**config.mk**
```make
export PLATFORM = sky130hd
export DESIGN_NAME = reorder_buffer
export DESIGN_NICKNAME = d
export VERILOG_FILES = /design/src/rtl/rob_pkg.sv /design/src/rtl/reorder_buffer.sv
export SDC_FILE = /design/constraint.sdc
export NUM_CORES = 2
export LEC_CHECK = 0
export ABC_AREA = 0
export CORE_MARGIN = 1
export CORE_UTILIZATION = 47
export CTS_CLUSTER_DIAMETER = 50
export DETAILED_ROUTE_END_ITERATION = 6
export GPL_TIMING_DRIVEN = 0
export PLACE_DENSITY = 0.7
export SYNTH_ARGS = -nofsm -noshare
export SYNTH_HDL_FRONTEND = slang
export SYNTH_SLANG_ARGS = --single-unit
export TNS_END_PERCENT = 30
```
**constraint.sdc**
```tcl
create_clock -name clk_in -period 7.68 [get_ports clk_in]
set_input_delay 1.152 -clock clk_in [delete_from_list [all_inputs] [get_ports clk_in]]
set_output_delay 1.152 -clock clk_in [all_outputs]
set_load 0.01 [all_outputs]
```
**src/rtl/rob_pkg.sv**
```systemverilog
// Shared types and constants for the in-order reorder buffer.
package rob_pkg;

    localparam int unsigned ROB_WIDTH_DEF = 3;
    localparam int unsigned ROB_SIZE      = 1 << ROB_WIDTH_DEF;
    localparam logic [4:0]  X0            = 5'd0;

    typedef struct packed {
        logic        busy;
        logic        ready;
        logic        has_rd;
        logic [4:0]  rd;
        logic        is_branch;
        logic        pred_taken;
        logic        actual_taken;
        logic [31:0] data;
        logic [31:0] redirect_pc;
    } rob_entry_t;

endpackage

```
**src/rtl/reorder_buffer.sv**
```systemverilog
// In-order commit buffer: allocates at issue, captures write-back results,
// retires one entry per cycle to the register file and redirects on mispredict.
module reorder_buffer
    import rob_pkg::*;
#(
    parameter int unsigned ROB_WIDTH = ROB_WIDTH_DEF
) (
    input  logic                 clk_in,
    input  logic                 rst_in,
    input  logic                 rdy_in,
    input  logic                 alloc_valid,
    input  logic                 alloc_has_rd,
    input  logic [4:0]           alloc_rd,
    input  logic                 alloc_is_branch,
    input  logic                 alloc_pred_taken,
    output logic [ROB_WIDTH-1:0] alloc_tag,
    output logic                 full,
    output logic                 empty,
    input  logic                 wb_valid,
    input  logic [ROB_WIDTH-1:0] wb_tag,
    input  logic [31:0]          wb_data,
    input  logic                 wb_taken,
    input  logic [31:0]          wb_redirect_pc,
    output logic                 to_reg_valid,
    output logic [4:0]           to_reg_rd,
    output logic [31:0]          to_reg_wdata,
    output logic                 flush_valid,
    output logic [31:0]          flush_pc
);

    localparam int unsigned DEPTH = 1 << ROB_WIDTH;
    localparam int unsigned CNT_W = ROB_WIDTH + 1;

    rob_entry_t           entries_q [DEPTH];
    rob_entry_t           entries_d [DEPTH];
    logic [ROB_WIDTH-1:0] head_q, head_d;
    logic [ROB_WIDTH-1:0] tail_q, tail_d;
    logic [CNT_W-1:0]     count_q, count_d;

    logic                 to_reg_valid_q, to_reg_valid_d;
    logic [4:0]           to_reg_rd_q, to_reg_rd_d;
    logic [31:0]          to_reg_wdata_q, to_reg_wdata_d;
    logic                 flush_valid_q, flush_valid_d;
    logic [31:0]          flush_pc_q, flush_pc_d;

    logic                 alloc_acc;
    logic                 commit;
    logic                 mispredict;

    // full/empty come from the registered count, so a same-cycle commit never frees a slot
    assign full      = (count_q == CNT_W'(DEPTH));
    assign empty     = (count_q == '0);
    assign alloc_tag = tail_q;

    assign to_reg_valid = to_reg_valid_q;
    assign to_reg_rd    = to_reg_rd_q;
    assign to_reg_wdata = to_reg_wdata_q;
    assign flush_valid  = flush_valid_q;
    assign flush_pc     = flush_pc_q;

    // Next-state: write-back, alloc and commit act on disjoint entries; a flush discards all
    always_comb begin
        entries_d      = entries_q;
        head_d         = head_q;
        tail_d         = tail_q;
        count_d        = count_q;
        to_reg_valid_d = 1'b0;
        to_reg_rd_d    = to_reg_rd_q;
        to_reg_wdata_d = to_reg_wdata_q;
        flush_valid_d  = 1'b0;
        flush_pc_d     = flush_pc_q;
        alloc_acc      = 1'b0;
        commit         = 1'b0;
        mispredict     = 1'b0;

        if (rdy_in) begin
            alloc_acc  = alloc_valid && !full;
            commit     = entries_q[head_q].busy && entries_q[head_q].ready;
            mispredict = commit && entries_q[head_q].is_branch &&
                         (entries_q[head_q].actual_taken != entries_q[head_q].pred_taken);

            if (wb_valid && entries_q[wb_tag].busy) begin
                entries_d[wb_tag].ready        = 1'b1;
                entries_d[wb_tag].data         = wb_data;
                entries_d[wb_tag].actual_taken = wb_taken;
                entries_d[wb_tag].redirect_pc  = wb_redirect_pc;
            end

            if (alloc_acc) begin
                entries_d[tail_q].busy         = 1'b1;
                entries_d[tail_q].ready        = 1'b0;
                entries_d[tail_q].has_rd       = alloc_has_rd;
                entries_d[tail_q].rd           = alloc_rd;
                entries_d[tail_q].is_branch    = alloc_is_branch;
                entries_d[tail_q].pred_taken   = alloc_pred_taken;
                entries_d[tail_q].actual_taken = 1'b0;
                tail_d                         = tail_q + ROB_WIDTH'(1);
            end

            if (commit) begin
                entries_d[head_q].busy = 1'b0;
                head_d                 = head_q + ROB_WIDTH'(1);
                if (entries_q[head_q].has_rd && (entries_q[head_q].rd != X0)) begin
                    to_reg_valid_d = 1'b1;
                    to_reg_rd_d    = entries_q[head_q].rd;
                    to_reg_wdata_d = entries_q[head_q].data;
                end
            end

            count_d = count_q + CNT_W'(alloc_acc) - CNT_W'(commit);

            if (mispredict) begin
                for (int i = 0; i < DEPTH; i++) begin
                    entries_d[i].busy = 1'b0;
                end
                head_d        = '0;
                tail_d        = '0;
                count_d       = '0;
                flush_valid_d = 1'b1;
                flush_pc_d    = entries_q[head_q].redirect_pc;
            end
        end
    end

    always_ff @(posedge clk_in) begin
        if (rst_in) begin
            for (int i = 0; i < DEPTH; i++) begin
                entries_q[i] <= '0;
            end
            head_q         <= '0;
            tail_q         <= '0;
            count_q        <= '0;
            to_reg_valid_q <= 1'b0;
            to_reg_rd_q    <= '0;
            to_reg_wdata_q <= '0;
            flush_valid_q  <= 1'b0;
            flush_pc_q     <= '0;
        end else begin
            entries_q      <= entries_d;
            head_q         <= head_d;
            tail_q         <= tail_d;
            count_q        <= count_d;
            to_reg_valid_q <= to_reg_valid_d;
            to_reg_rd_q    <= to_reg_rd_d;
            to_reg_wdata_q <= to_reg_wdata_d;
            flush_valid_q  <= flush_valid_d;
            flush_pc_q     <= flush_pc_d;
        end
    end

endmodule
```
### After elaboration in Yosys (flattened, before gate mapping)

Index checks and enable logic that the tools add are counted.

* register bits: 681
* input bits: 81
* output and inout port bits: 76
* word-level logic and storage cells: 179

* $add $sub $neg: 4
* magnitude comparators: 6
* equality and inequality tests: 2
* muxes and demuxes: 62
* bitwise logic cells: 5
* reductions and logical operators: 20

Operators by type and width (number)
* bitwise mux 600 bit: 12
* 2-to-1 mux 600 bit: 5
* demux 75 bit (select 3 bit): 12
* binary-select mux 75 bit (select 3 bit): 2
* 2-to-1 mux 75 bit: 6
* 2-to-1 mux 74 bit: 2
* 2-to-1 mux 65 bit: 2
* 2-to-1 mux 73 bit: 1
* 2-to-1 mux 72 bit: 1
* 2-to-1 mux 67 bit: 1
* 2-to-1 mux 66 bit: 1
* 2-to-1 mux 64 bit: 1
* 2-to-1 mux 32 bit: 1
* >= comparator 4 bit, second input constant: 3
* < comparator 4 x 1 -> 1 bit, second input constant: 3
* 2-to-1 mux 3 bit: 4
* NOT 3 -> 4 bit: 3
* 2-to-1 mux 1 bit: 10
* logical AND 1 bit: 9
* adder 3 x 1 -> 3 bit, second input constant: 2
* AND reduction 2 bit: 3
* nonzero test 5 bit: 1
* adder 4 x 1 -> 4 bit: 1
* equality test 4 bit, second input constant: 1
* 10 further kinds: 12

### Logic depth before layout (Yosys ltp)

* depth in word-level cells: 23
* gate-level depth with buffers: 14
* mapped depth without buffers: 12

### Least setup slack after synthesis

No wires, ideal clock.

* path type: input to register
* from: input port wb_tag[2]
* to: register (tool-made name)
* library setup time: 0.132 ns
* arrival: 2.894 ns
* data required time: 7.548 ns
* path slack: 4.653 ns
* cell stages on the path: 10
* path buffers: 4
* path through: buf_2 -> mux2_1 -> a21o_1 -> o311a_1 -> buf_2 -> and3_1 -> buf_2 -> buf_2 -> nand2_1 -> a21oi_1

RTL lines
* start, declared: line reorder_buffer.sv:20 `input logic [ROB_WIDTH-1:0] wb_tag,`

### Final worst setup path

* from: register head_q[0]
* to: register flush_pc_q[20] (netlist: flush_pc[20])

* longest elaborated chain between the ends: 8
* elaborated cells between the ends (all ways): 9
* those cells by class: eq/ne: 1; mux: 3; bitwise: 1; reduce/logical: 4

RTL lines
* start, declared: line reorder_buffer.sv:36 `logic [ROB_WIDTH-1:0] head_q, head_d;`
* start signal, assigned: line reorder_buffer.sv:130 `head_q <= '0;`
* start signal, assigned: line reorder_buffer.sv:140 `head_q <= head_d;`
* NOT 3 -> 4 bit (implied by the code) (*)
* binary-select mux 75 bit (select 3 bit) (*)
* 2-to-1 mux 75 bit (implied by the code) (*) (2 in series): line reorder_buffer.sv:120 `flush_pc_d = entries_q[head_q].redirect_pc;`
* logical AND 1 bit: line reorder_buffer.sv:78 `commit = entries_q[head_q].busy && entries_q[head_q].ready;`
* logical AND 1 bit (2 in series): line reorder_buffer.sv:79 `mispredict = commit && entries_q[head_q].is_branch &&`
* AND reduction 2 bit (no line)
* end signal, assigned: line reorder_buffer.sv:147 `flush_pc_q <= flush_pc_d;`
* end, declared: line reorder_buffer.sv:44 `logic [31:0] flush_pc_q, flush_pc_d;`

Mark *: on every way between the ends. The rest lies on a longest branch, timed or not. The select of a mux whose other input is x is not followed.
A chain may end at the register's enable or synchronous reset.

==> results by group <==
Run status
  – Result of the run: finished, violations left
  – Violations in the final reports: design-rule violations, max-capacitance violations, max-slew violations

Clocking
  – CTS tree: yes
  – Worst-skew pair later-pin latency: 0.66 ns
  – Number of buffers inserted during clock tree synthesis: 79
  – Post-cts repair resize count: 0
  – Post-CTS setup buffer count: 0
  – Clock tree sinks: 681
  – Worst-case clock buffer depth: 3
  – Htree depth: 3
  – Clk slew on worst S/H paths: 0.06 ns
  – Cell at the root of the clock tree: clkbuf_16
  – Count of hold-fix buffers inserted at cts: 0

Setup path
  – Crit-path leading delay family: buffers and inverters
  – Worst-path cell chain: buf_6 -> buf_6 -> buf_4 -> buf_4 -> inv_1 -> nand2_1 -> nor2_1 -> buf_2 -> a221oi_1 -> a211oi_1
  – Crit Path Max Fanout: 10
  – Master of the slowest instance on the critical path: nor2_1
  – Critical Path RT: 8.22 ns
  – Crit start category: flip-flop
  – Type of the worst setup path: reg2reg
  – Kind of end point of the critical path: flip-flop
  – Buffers and inverters on the worst path: 6
  – Critical path's largest stage delay: 0.60 ns
  – CP arrival: 4.60 ns

Synthesis
  – Per-instance average area after synthesis: 8.02 µm²
  – #FFs+latches synth: 681
  – EDFF count, synth: 0
  – Portion of synthesized cell area occupied by the leading cell type: 46.8%
  – Yosys warns: 0
  – Leading register cell type out of synthesis: dfxtp_1
  – Share of flip-flops with an asynchronous set or reset: 0%
  – Leading cell types by count after synthesis: 1176 x nand2_1, 681 x dfxtp_1, 641 x a21oi_1
  – Proportion of synthesized chip area in sequential cells: 46.8%
  – Most frequent cell after synthesis: nand2_1
  – Synthesized cell area: 29100 µm²
  – Post-synthesis cell type count: 66
  – Biggest area consumer among synthesized cells: dfxtp_1
  – Number of standard cells after synthesis: 3631
  – Syn nets: 3721
  – Synth top area cells: dfxtp_1 47%, nand2_1 15%, a21oi_1 11%

Power and ir drop
  – Power Density: 230 nW/µm²
  – Highest ir drop seen on vdd: 0.000144 V
  – Static Leak: 11.4 nW

Timing
  – Clock period minus final worst setup slack: 4.05 ns
  – Accumulated negative setup slack: 0 ns
  – Unrepaired setup endpoints after global routing: no
  – Maximum clock rate: 0.247 GHz
  – Final worst path period share: 52.8%
  – Final hold violation count: 0
  – Least-Margin Pin Slew: 1.66 ns
  – Final setup violation count: 0
  – Slew margin rel.: -10.9%
  – Number of pins with negative max-slew slack in the final report: 20
  – Clock skew after layout: 0.0313 ns
  – Worst-case setup margin in the final layout: 3.63 ns

Final layout
  – Layout net count: 3884
  – Final core utilization: 55.3%
  – Area grow syn2layout: 15.5%
  – Number of fill cells: 5664
  – Finished layout cell area: 33600 µm²
  – Fraction of layout cells with a size suffix above 1: 11.4%

GRT
  – Global-route wire length before repair: 176000 µm
  – Via count of the first global-routing pass: 26300
  – Pin count of the biggest net entering global routing: 15
  – Overall global routing resource usage: 38.1%
  – Global route total overflow: 0
  – Number of antenna violations at the first check in global routing: 11

Place
  – Pre-CTS WS: 3.27 ns
  – Input/output buffers: 81
  – Final weighted congestion of routability-driven global placement: 0.963
  – Cell area reported after detailed placement: 30900 µm²
  – HPWL reported at the end of detailed placement: 79500 µm

Detailed routing
  – Vias after detailed routing: 29000
  – Routed wire length: 123000 µm
  – Iter 0 DRT Violations: 4611
  – Number of nets with antenna violations after routing: 0
  – DRC violation count after routing: 1
  – Wire per inst: 26.5 µm
  – Avg Vias per Cell: 6.23
  – Number of iterations in the first detailed-routing pass: 7

Floorplanning
  – Die Width: 251 µm
  – DIE HEIGHT: 251 µm
  – Number of core rows: 90
  – Top-level I/O count: 157
  – Die area: 62900 µm²
  – Starting Density: 47.9%
  – Floorplan Core Area: 60800 µm²

Flow run
  – Number of max-capacitance violations reported: 2

Min path
  – Worst hold-check path type: reg2reg
==> worst min-delay path, delay by kind of cell, from the launching register on <==
kind	cells	cell delay (ns)
flip-flops	1	0.30
AO/OA/AOI/OAI	1	0.05
AND/OR/NAND/NOR	1	0.05
==> cell families after synthesis <==
family / share of synthesized area (%)
and+or+nand+nor: 20.2
adders and majority gates: 0.413
AOI/OAI and AO/OA: 17.8
DFF: 46.8
xor gates and xnor gates: 0.150
buffers and inverters: 6.23
muxes: 8.31
==> placed cells by master, fill, tap and decap left out, types with 9 or more instances in the layout <==
cell type	Yosys	layout
nand2_1	1176	1176
dfxtp_1	681	681
a21oi_1	641	641
nor2_1	168	168
clkbuf_1	145	162
buf_2	153	153
mux2i_1	110	110
clkdlybuf4s50_1	0	81
clkbuf_16	0	79
mux2_2	63	63
a22oi_1	54	54
a221oi_1	46	46
a211oi_1	38	38
buf_4	36	37
nor3_1	30	30
mux4_2	25	25
nor2b_1	24	24
o21ai_0	21	21
a22o_1	16	16
o22ai_1	16	16
nand3_1	14	14
nor3b_1	13	13
and2_1	13	13
inv_1	12	12
buf_6	11	11
clkinv_2	0	11
a221o_1	10	10
and3_1	9	9
==> routing by layer <==
metal  track usage [%]  share of wire, %
met1              48.3                37
met3              12.8                15
met5                 0             0.071
met2              55.7                42
met4              23.8               6.7
==> area by class of cell <==
class                   instances  area (µm²)  share of cell area [%]
flip-flops and latches        681       13600                    40.6
diodes                          8        20.0                  0.0596
well taps                     782         978                    2.91
repair buffers                 82         818                    2.43
clock buffers                 104        2150                    6.40
inverters                      12        45.0                   0.134
plain buffers                 355        1770                    5.26
multi-input cells            2583       13700                    40.7
clock inverters                42         526                    1.56
==> where the power goes <==
part | internal [mW] | leakage [nW] | switching, mW
registers | 3.54 | 5.48 | 0.00545
clock network | 2.28 | 1.31 | 1.66
logic | 0.0589 | 4.56 | 0.205
total | 5.87 | 11.4 | 1.87
==> path summary, 6_finish.rpt <==
path | slack [ns] | cells past startpoint | startpoint | endpoint
worst max-delay path | 3.63 | 10 | head_q[0] | flush_pc[20]
worst min-delay path | 0.45 | 2 | flip-flop | flip-flop
worst max register to register | 3.63 | 10 | head_q[0] | flush_pc[20]
worst min register to register | 0.45 | 2 | flip-flop | flip-flop
==> stage by stage <==
step	power, mW	cells	hold slack [ns]
floorplan	3.77	3631	0.432
finish	7.74	4649	0.450
global placement	3.87	4494	0.438
global route	7.87	4643	0.462
CTS	7.71	4641	0.451
detailed placement	3.88	4495	0.443
(Power assumes the default switching activity.)
